<file path="src/rtl/img_pkg.sv">
// Shared definitions for the 3x3 window generator slice.
//   DW_DEF    : default pixel width in bits
//   IMG_W_DEF : default padded line width in pixels
//   IMG_H_DEF : default padded frame height in lines
//   state_t   : frame-fill FSM encoding (FILL until two full lines are buffered, then RUN)
package img_pkg;

  localparam int DW_DEF    = 8;
  localparam int IMG_W_DEF = 258;
  localparam int IMG_H_DEF = 34;

  typedef enum logic {
    FILL = 1'b0,
    RUN  = 1'b1
  } state_t;

endpackage

</file>
<file path="src/rtl/window_gen_3x3_if.sv">
// Pixel-in / window-out bundle of the 3x3 window generator.
//   pixelw, wr           : raster pixel stream into the generator
//   pixelr1..pixelr9     : 3x3 window, row-major, top-left first
//   win_vld, frame_done  : window valid and last-window-of-frame pulse
// Modports: master = pixel source / window sink, slave = generator.
interface window_gen_3x3_if
  import img_pkg::*;
#(
  parameter int DW = DW_DEF
);

  logic [DW-1:0] pixelw;
  logic          wr;
  logic [DW-1:0] pixelr1, pixelr2, pixelr3;
  logic [DW-1:0] pixelr4, pixelr5, pixelr6;
  logic [DW-1:0] pixelr7, pixelr8, pixelr9;
  logic          win_vld;
  logic          frame_done;

  modport master (
    output pixelw, wr,
    input  pixelr1, pixelr2, pixelr3, pixelr4, pixelr5, pixelr6,
    input  pixelr7, pixelr8, pixelr9, win_vld, frame_done
  );

  modport slave (
    input  pixelw, wr,
    output pixelr1, pixelr2, pixelr3, pixelr4, pixelr5, pixelr6,
    output pixelr7, pixelr8, pixelr9, win_vld, frame_done
  );

endinterface

</file>
<file path="src/rtl/line_buf.sv">
// One line of pixel storage: single-clock RAM of DEPTH words.
//   clk   : clock
//   we    : write enable (write happens on the rising edge)
//   addr  : shared read/write column address
//   wdata : word written at addr
//   rdata : word currently stored at addr; during a write cycle this is the
//           pre-write content, so a line can be read out and overwritten in
//           the same cycle.
module line_buf
  import img_pkg::*;
#(
  parameter int DW    = DW_DEF,
  parameter int DEPTH = IMG_W_DEF,
  localparam int AW   = $clog2(DEPTH)
) (
  input  logic          clk,
  input  logic          we,
  input  logic [AW-1:0] addr,
  input  logic [DW-1:0] wdata,
  output logic [DW-1:0] rdata
);

  logic [DW-1:0] mem [DEPTH];

  always_ff @(posedge clk) begin
    if (we) mem[addr] <= wdata;
  end

  assign rdata = mem[addr];

endmodule

</file>
<file path="src/rtl/window_gen_3x3.sv">
// 3x3 sliding-window generator over a padded raster stream.
//   clk   : clock, rising edge
//   rst_n : asynchronous active-low reset
//   bus   : slave side of window_gen_3x3_if (pixelw/wr in, window/win_vld/frame_done out)
// Each accepted pixel (r,c) with r>=2, c>=2 yields the window whose bottom-right
// corner is (r,c), registered one cycle after acceptance. Two line buffers hold
// rows r-1 and r-2; the column history registers hold columns c-1 and c-2.
module window_gen_3x3
  import img_pkg::*;
#(
  parameter int DW    = DW_DEF,
  parameter int IMG_W = IMG_W_DEF,
  parameter int IMG_H = IMG_H_DEF
) (
  input  logic           clk,
  input  logic           rst_n,
  window_gen_3x3_if.slave bus
);

  localparam int CW = $clog2(IMG_W);
  localparam int RW = $clog2(IMG_H);

  logic          acc_p0;
  logic [CW-1:0] col_p0;
  logic [RW-1:0] row_p0;
  logic          col_last_p0;
  logic          row_last_p0;
  state_t        state_q;
  state_t        state_nxt;
  logic          emit_p0;
  logic          last_px_p0;

  logic [DW-1:0] top_col_p0, mid_col_p0;
  logic [DW-1:0] top_c1_p0, top_c2_p0;
  logic [DW-1:0] mid_c1_p0, mid_c2_p0;
  logic [DW-1:0] bot_c1_p0, bot_c2_p0;

  logic [DW-1:0] win_p1 [9];
  logic          win_vld_p1;
  logic          frame_done_p1;

  assign acc_p0      = bus.wr;
  assign col_last_p0 = (col_p0 == CW'(IMG_W - 1));
  assign row_last_p0 = (row_p0 == RW'(IMG_H - 1));

  // ---- stage p0: pixel acceptance, raster position, line buffers ----
  always_ff @(posedge clk or negedge rst_n) begin
    if (!rst_n) begin
      col_p0 <= '0;
      row_p0 <= '0;
    end else if (acc_p0) begin
      if (col_last_p0) begin
        col_p0 <= '0;
        row_p0 <= row_last_p0 ? '0 : row_p0 + RW'(1);
      end else begin
        col_p0 <= col_p0 + CW'(1);
      end
    end
  end

  always_ff @(posedge clk or negedge rst_n) begin
    if (!rst_n) state_q <= FILL;
    else        state_q <= state_nxt;
  end

  // RUN covers rows 2..IMG_H-1, so any window emitted lies wholly inside one frame.
  always_comb begin
    state_nxt = state_q;
    unique case (state_q)
      FILL: if (acc_p0 && row_p0 == RW'(1) && col_last_p0) state_nxt = RUN;
      RUN:  if (acc_p0 && row_last_p0 && col_last_p0)      state_nxt = FILL;
    endcase
  end

  always_comb begin
    emit_p0    = 1'b0;
    last_px_p0 = 1'b0;
    if (state_q == RUN && acc_p0) begin
      emit_p0    = (col_p0 >= CW'(2));
      last_px_p0 = row_last_p0 && col_last_p0;
    end
  end

  // The middle buffer receives the live row; the row it held shifts into the top buffer.
  line_buf #(.DW(DW), .DEPTH(IMG_W)) u_lb_mid (
    .clk   (clk),
    .we    (acc_p0),
    .addr  (col_p0),
    .wdata (bus.pixelw),
    .rdata (mid_col_p0)
  );

  line_buf #(.DW(DW), .DEPTH(IMG_W)) u_lb_top (
    .clk   (clk),
    .we    (acc_p0),
    .addr  (col_p0),
    .wdata (mid_col_p0),
    .rdata (top_col_p0)
  );

  always_ff @(posedge clk) begin
    if (acc_p0) begin
      top_c2_p0 <= top_c1_p0;
      top_c1_p0 <= top_col_p0;
      mid_c2_p0 <= mid_c1_p0;
      mid_c1_p0 <= mid_col_p0;
      bot_c2_p0 <= bot_c1_p0;
      bot_c1_p0 <= bus.pixelw;
    end
  end

  // ---- stage p1: registered window output ----
  always_ff @(posedge clk or negedge rst_n) begin
    if (!rst_n) begin
      for (int i = 0; i < 9; i++) win_p1[i] <= '0;
      win_vld_p1    <= 1'b0;
      frame_done_p1 <= 1'b0;
    end else begin
      win_vld_p1    <= emit_p0;
      frame_done_p1 <= last_px_p0;
      if (emit_p0) begin
        win_p1[0] <= top_c2_p0;
        win_p1[1] <= top_c1_p0;
        win_p1[2] <= top_col_p0;
        win_p1[3] <= mid_c2_p0;
        win_p1[4] <= mid_c1_p0;
        win_p1[5] <= mid_col_p0;
        win_p1[6] <= bot_c2_p0;
        win_p1[7] <= bot_c1_p0;
        win_p1[8] <= bus.pixelw;
      end else begin
        for (int i = 0; i < 9; i++) win_p1[i] <= '0;
      end
    end
  end

  assign bus.pixelr1    = win_p1[0];
  assign bus.pixelr2    = win_p1[1];
  assign bus.pixelr3    = win_p1[2];
  assign bus.pixelr4    = win_p1[3];
  assign bus.pixelr5    = win_p1[4];
  assign bus.pixelr6    = win_p1[5];
  assign bus.pixelr7    = win_p1[6];
  assign bus.pixelr8    = win_p1[7];
  assign bus.pixelr9    = win_p1[8];
  assign bus.win_vld    = win_vld_p1;
  assign bus.frame_done = frame_done_p1;

endmodule

</file>
<file path="src/flat_wrapper.sv">
// flat-port wrapper written by rule: the top's interface ports become plain ports
module window_gen_3x3_flat import img_pkg::*;
#(
  parameter int DW    = DW_DEF,
  parameter int IMG_W = IMG_W_DEF,
  parameter int IMG_H = IMG_H_DEF
)
  (clk, rst_n, bus_pixelw, bus_wr, bus_pixelr1, bus_pixelr2, bus_pixelr3, bus_pixelr4, bus_pixelr5, bus_pixelr6, bus_pixelr7, bus_pixelr8, bus_pixelr9, bus_win_vld, bus_frame_done);
  window_gen_3x3_if #(.DW(DW)) bus_i ();
  input  logic clk;
  input  logic rst_n;
  input wire logic [$bits(bus_i.pixelw)-1:0] bus_pixelw;
  input wire logic [$bits(bus_i.wr)-1:0] bus_wr;
  output wire logic [$bits(bus_i.pixelr1)-1:0] bus_pixelr1;
  output wire logic [$bits(bus_i.pixelr2)-1:0] bus_pixelr2;
  output wire logic [$bits(bus_i.pixelr3)-1:0] bus_pixelr3;
  output wire logic [$bits(bus_i.pixelr4)-1:0] bus_pixelr4;
  output wire logic [$bits(bus_i.pixelr5)-1:0] bus_pixelr5;
  output wire logic [$bits(bus_i.pixelr6)-1:0] bus_pixelr6;
  output wire logic [$bits(bus_i.pixelr7)-1:0] bus_pixelr7;
  output wire logic [$bits(bus_i.pixelr8)-1:0] bus_pixelr8;
  output wire logic [$bits(bus_i.pixelr9)-1:0] bus_pixelr9;
  output wire logic [$bits(bus_i.win_vld)-1:0] bus_win_vld;
  output wire logic [$bits(bus_i.frame_done)-1:0] bus_frame_done;
  assign bus_i.pixelw = bus_pixelw;
  assign bus_i.wr = bus_wr;
  assign bus_pixelr1 = bus_i.pixelr1;
  assign bus_pixelr2 = bus_i.pixelr2;
  assign bus_pixelr3 = bus_i.pixelr3;
  assign bus_pixelr4 = bus_i.pixelr4;
  assign bus_pixelr5 = bus_i.pixelr5;
  assign bus_pixelr6 = bus_i.pixelr6;
  assign bus_pixelr7 = bus_i.pixelr7;
  assign bus_pixelr8 = bus_i.pixelr8;
  assign bus_pixelr9 = bus_i.pixelr9;
  assign bus_win_vld = bus_i.win_vld;
  assign bus_frame_done = bus_i.frame_done;
  window_gen_3x3 #(.DW(DW), .IMG_W(IMG_W), .IMG_H(IMG_H)) u_core (.clk(clk), .rst_n(rst_n), .bus(bus_i));
endmodule
</file>
<file path="config.mk">
export PLATFORM = sky130hd
export DESIGN_NAME = window_gen_3x3_flat
export DESIGN_NICKNAME = d
export VERILOG_FILES = /design/src/rtl/img_pkg.sv /design/src/rtl/window_gen_3x3_if.sv /design/src/rtl/line_buf.sv /design/src/rtl/window_gen_3x3.sv /design/src/flat_wrapper.sv
export SDC_FILE = /design/constraint.sdc
export NUM_CORES = 2
export LEC_CHECK = 0
export CORE_MARGIN = 2
export CORE_UTILIZATION = 61
export CTS_CLUSTER_SIZE = 10
export DETAILED_ROUTE_END_ITERATION = 10
export PLACE_DENSITY = 0.77
export RECOVER_POWER = 25
export SLEW_MARGIN = 20
export SYNTH_ARGS = -nofsm -noshare
export SYNTH_HDL_FRONTEND = slang
export SYNTH_HIERARCHICAL = 1
export SYNTH_MEMORY_MAX_BITS = 65536
export SYNTH_SLANG_ARGS = --single-unit
export TNS_END_PERCENT = 10
</file>
<file path="constraint.sdc">
create_clock -name clk -period 34.2 [get_ports clk]
set_input_delay 3.42 -clock clk [delete_from_list [all_inputs] [get_ports clk]]
set_output_delay 3.42 -clock clk [all_outputs]
set_load 0.05 [all_outputs]
</file>
Word level (Yosys, flattened, before mapping) --
Memory sizes are Yosys's and may differ from the RTL's. Index checks and enable logic that the tools add are counted.
Storage, ports and cells: register bits after elaboration 138, memory bits (writable) 4128, input port bits 11, output and inout bits 74, logic and storage cells 46, memories 2
Cells by class: add/subtract/negate cells 2, $lt $le $gt $ge 1, equality and inequality tests 3, multiplexer cells 10, bitwise gates (word level) 1, reductions and logical operators 7
Memory list:
- u_core.u_lb_mid.mem | words 258, bits a word 8, rd ports 1, clocked after Yosys merged registers in 0, write ports 1, RTL line line_buf.sv:23 | logic [DW-1:0] mem [DEPTH];
- u_core.u_lb_top.mem | words 258, bits a word 8, rd ports 1, clocked after Yosys merged registers in 0, write ports 1, RTL line line_buf.sv:23
Operator list (number):
- $mux 72 | 1
- $add 9x1->9 const B | 1
- $eq 9x9->1 const B | 1
- $ge 9x2->1 const B | 1
- $mux 9 | 1
- $add 6x1->6 const B | 1
- $eq 6x1->1 const B | 1
- $eq 6x6->1 const B | 1
- $logic_and 1x1->1 | 6
- $mux 1 | 6
- $mux 6 | 1
- $pmux 1 s2 | 1
- $reduce_and 2->1 | 1
- $not 1->1 | 1

Longest topological paths before layout --
depth after elaboration 5, gate-level depth with buffers 14, depth with buffers taken out 8

Hierarchy --
The synthesis kept the hierarchy.
By module, submodules not included:
- line_buf | instances 2, cells each 3690, area each 80161.9 um^2, sequential area each 61979.4 um^2
- window_gen_3x3 | instances 1, cells each 284, area each 4647.0 um^2, sequential area each 3693.5 um^2

Worst setup path after synthesis --
Ideal clock, no wire load.
kind reg2reg, start point reg u_core.col_p0[0], end point reg u_core.mid_c1_p0[2], data pin, setup time 2.263 ns, arrival 12.852 ns, data required time 31.937 ns, slack 19.085 ns, cell stages (with the launch flop) 14, buffers on the path 6, period minus slack after synthesis 15.115 ns, path through dfrtp_1 -> buf_6 -> buf_6 -> buf_6 -> buf_4 -> buf_4 -> buf_4 -> nand3_1 -> o221ai_1 -> a21oi_1 -> nand2_1 -> nand3_1 -> o21a_1 -> o31ai_1
On the way: word-level cells in the longest chain between the ends 1
RTL lines:
- start: declaration | RTL line window_gen_3x3.sv:24 | logic [CW-1:0] col_p0;
- start signal: assignment | RTL line window_gen_3x3.sv:56 | col_p0 <= col_p0 + CW'(1);
- $mem_v2 258x8
- named net u_core.mid_col_p0[2] | RTL line window_gen_3x3.sv:33 | logic [DW-1:0] top_col_p0, mid_col_p0;
- end signal: assignment | RTL line window_gen_3x3.sv:106 | mid_c1_p0 <= mid_col_p0;
- end: declaration | RTL line window_gen_3x3.sv:35 | logic [DW-1:0] mid_c1_p0, mid_c2_p0;
The timed path passes the listed nets, and every way through them passes these cells. A chain may end at the register's enable or synchronous reset.

Worst setup path in the final report --
start point in bus_pixelw[7], end point mem u_core/u_lb_mid/mem[135][7] in the netlist's numbering, data pin
RTL lines:
- start: declaration | RTL line flat_wrapper.sv:12 | input wire logic [$bits(bus_i.pixelw)-1:0] bus_pixelw;
- end: declaration | RTL line line_buf.sv:23
No word-level cell before the write port.

==> metrics.csv <==
metric,value,unit
nets,7961,
cts_hold_buf,0,
cts.sinks,4266,
core.rowCount,190,
synthFlopType,edfxtp_1,
cts.htree.levels,5,
violations,"max-capacitance violations, max-slew violations",
rsz0062_at_grt,false,
ant_nets,0,
powerDensity,81.5,mW/mm²
start_util,0.615,
routed_wl,416,mm
required,34.22,ns
seq_area_frac_synth,0.774,
synthCells,7664,
finalHoldViolCount,0,
drc,0,
dp_worst_setup_slack,25.49,ns
hpwl,233,mm
synth-seq-cells,4266,
firstDrtPassIters,6,
timing_worst_setup_path_type,in2reg,
clock_latency,0.95,ns
finalSetupViolCount,0,
fp.dieH,524,µm
synth.distinct_cells,65,
grt_pass1_vias,83800,
max_freq,81.1,MHz
skew,0.0505,ns
n_fill_cell,15500,
layout_common_cells,"edfxtp_1 (4176), mux4_2 (1070), nor2_1 (550), clkbuf_16 (473), nand2_1 (318)",
numPortBuffers,84,
tns,0,ns
numCtsBuffers,470,
path_clk_slew,0.05,ns
utilization,0.679,
grt_pass1_wl,597,mm
power,14.9,mW
cts_tree,done,
setup_ws,21.87,ns
drv_slew,2140,
synth_fp_nets,7680,
path_max_fanout,116,
cts_resized,0,
cp-start-kind,input pin,
finalCriticalPeriod,12.33,ns
grt_max_degree,260,
fin_crit_sh,0.361,
status,"complete, but fails checks",
ir_worst_vdd,0.175,mV
drive_above_1_share,0.225,
cts-root-buf,clkbuf_16,
grt_overflow,0,
critPathArrivalTime,12.35,ns
async_reset_ff_frac,0.0211,
critPathCaptureType,flip-flop,
area_delta_synth_final,10.5,%
vias,82800,
track_usage,0.304,
drt_iter0_markers,12100,
worst_slew_pin_slew,6.71,ns
p_leak,56.5,nW
synth_edf_count,4176,
post_cts_buffers,0,
synth_area_per_cell,21.5,µm²
die_x,524,µm
max-clock-path-buffers,4,
hold_path.class,reg2reg,
max_slew_margin,-3.47,
gp_congestion,0.868,
yosys_warnings,6,
ioPinCount,85,
routedWlPerCell,35.7,µm
synth_area,0.165,mm²
fp.dieArea,0.275,mm²
cap_viol_max_count,25,
final_common_cell,edfxtp_1,
core_area,0.268,mm²
via_per_inst,7.10,
antenna_found_initial,15,
layout make-up:
type	count	area, µm²	share of cell area
Antenna cell	13	32.5	0.000179
Tap cell	3552	4440	0.0244
Timing Repair Buffer	260	2260	0.0124
Multi-Input combinational cell	2930	35000	0.192
Clock buffer	600	12300	0.0677
Sequential cell	4266	128000	0.701
Clock inverter	23	388	0.00213
Inverter	17	78.8	0.000433
cells by family (layout without fill, tap and decap cells):
family	after synthesis	in the layout	share of synthesized area
xor+xnor	7	7	0.000372
buf+inv	468	900	0.0148
simple gates	1276	1276	0.0349
flops	4266	4266	0.774
other cells	0	13	0
mux	1300	1300	0.160
fa+ha+maj	5	5	0.000379
compound gates	342	342	0.0154
synthesized netlist by cell type, types with 9 or more instances:
library cell | number | area, µm²
inv_1 | 15 | 56.3
nand2b_1 | 12 | 75.1
mux4_2 | 1070 | 24100
and2_1 | 79 | 494
nand4_1 | 40 | 250
nor2b_1 | 92 | 576
a311oi_1 | 10 | 87.6
a221oi_1 | 20 | 175
mux2_2 | 37 | 417
nand2_1 | 318 | 1190
a21oi_1 | 47 | 235
a22o_1 | 10 | 87.6
buf_6 | 35 | 394
edfxtp_1 | 4176 | 125000
nor3_1 | 9 | 45.0
mux2i_1 | 193 | 1930
o21ai_0 | 43 | 215
nor2_1 | 552 | 2070
nand3_1 | 119 | 596
dfrtp_1 | 90 | 2250
and3_1 | 10 | 62.6
buf_4 | 62 | 465
a31oi_1 | 26 | 163
o31ai_1 | 13 | 97.6
clkbuf_1 | 182 | 683
buf_2 | 138 | 691
o221ai_1 | 18 | 158
o22ai_1 | 31 | 194
nor3b_1 | 9 | 67.6
buf_1 | 32 | 120
a32oi_1 | 34 | 298
a22oi_1 | 16 | 120
a32o_1 | 12 | 120
worst max-delay path: stages:
cell and delay (ns):
clkbuf_1 1.34, clkbuf_1 3.70, clkbuf_1 3.48
metal layers:
| layer | share of wire | global-route usage | vias up |
|---|---|---|---|
| met5 | 0.00019 | 0 | - |
| met4 | 0.056 | 0.149 | 12 |
| met3 | 0.11 | 0.0585 | 1084 |
| met2 | 0.49 | 0.489 | 5929 |
| met1 | 0.34 | 0.406 | 43600 |
| li1 | - | - | 32100 |
report_power, final:
group	switching (mW)	internal, mW
clock network	1.89	2.49
logic	2.52	0.951
registers	0.0755	6.93
total	4.48	10.4
registers in the layout, indices dropped and copies added, names as in the netlist, 6 cells and up:
name	flops
u_core/u_lb_mid/mem	2064
u_core/u_lb_top/mem	2064
u_core/col_p0	9
u_core/bot_c1_p0	8
u_core/bot_c2_p0	8
u_core/bus.pixelr1	8
u_core/bus.pixelr2	8
u_core/bus.pixelr3	8
u_core/bus.pixelr4	8
u_core/bus.pixelr5	8
u_core/bus.pixelr6	8
u_core/bus.pixelr7	8
u_core/bus.pixelr8	8
u_core/bus.pixelr9	8
u_core/mid_c1_p0	8
u_core/mid_c2_p0	8
u_core/top_c1_p0	8
u_core/top_c2_p0	8
u_core/row_p0	6
stage by stage:
stage | cells | hold WS (ns) | instance area (µm²)
after floorplan | 7664 | 0.417 | 165000
after global placement | 11000 | 0.421 | 169000
after detailed placement | 11000 | 0.426 | 170000
after CTS | 11600 | 0.444 | 182000
after global routing | 11700 | 0.458 | 182000
final | 11700 | 0.439 | 182000
final timing paths:
kind                                     startpoint                          end  slack, ns  cells past startpoint
min in group asynchronous                     rst_n        u_core/bus.pixelr7[5]       3.42                      1
worst max-delay path                  bus_pixelw[7]  u_core/u_lb_mid/mem[135][7]      21.87                      3
max in group asynchronous                     rst_n        u_core/bus.pixelr9[0]      26.70                      2
worst min-delay path            u_core/mid_c1_p0[4]          u_core/mid_c2_p0[4]       0.44                      0
worst min register to register  u_core/mid_c1_p0[4]          u_core/mid_c2_p0[4]       0.44                      0
worst max register to register     u_core/col_p0[0]  u_core/u_lb_top/mem[178][0]      24.93                     14
Power figures use the tool's default switching activity.
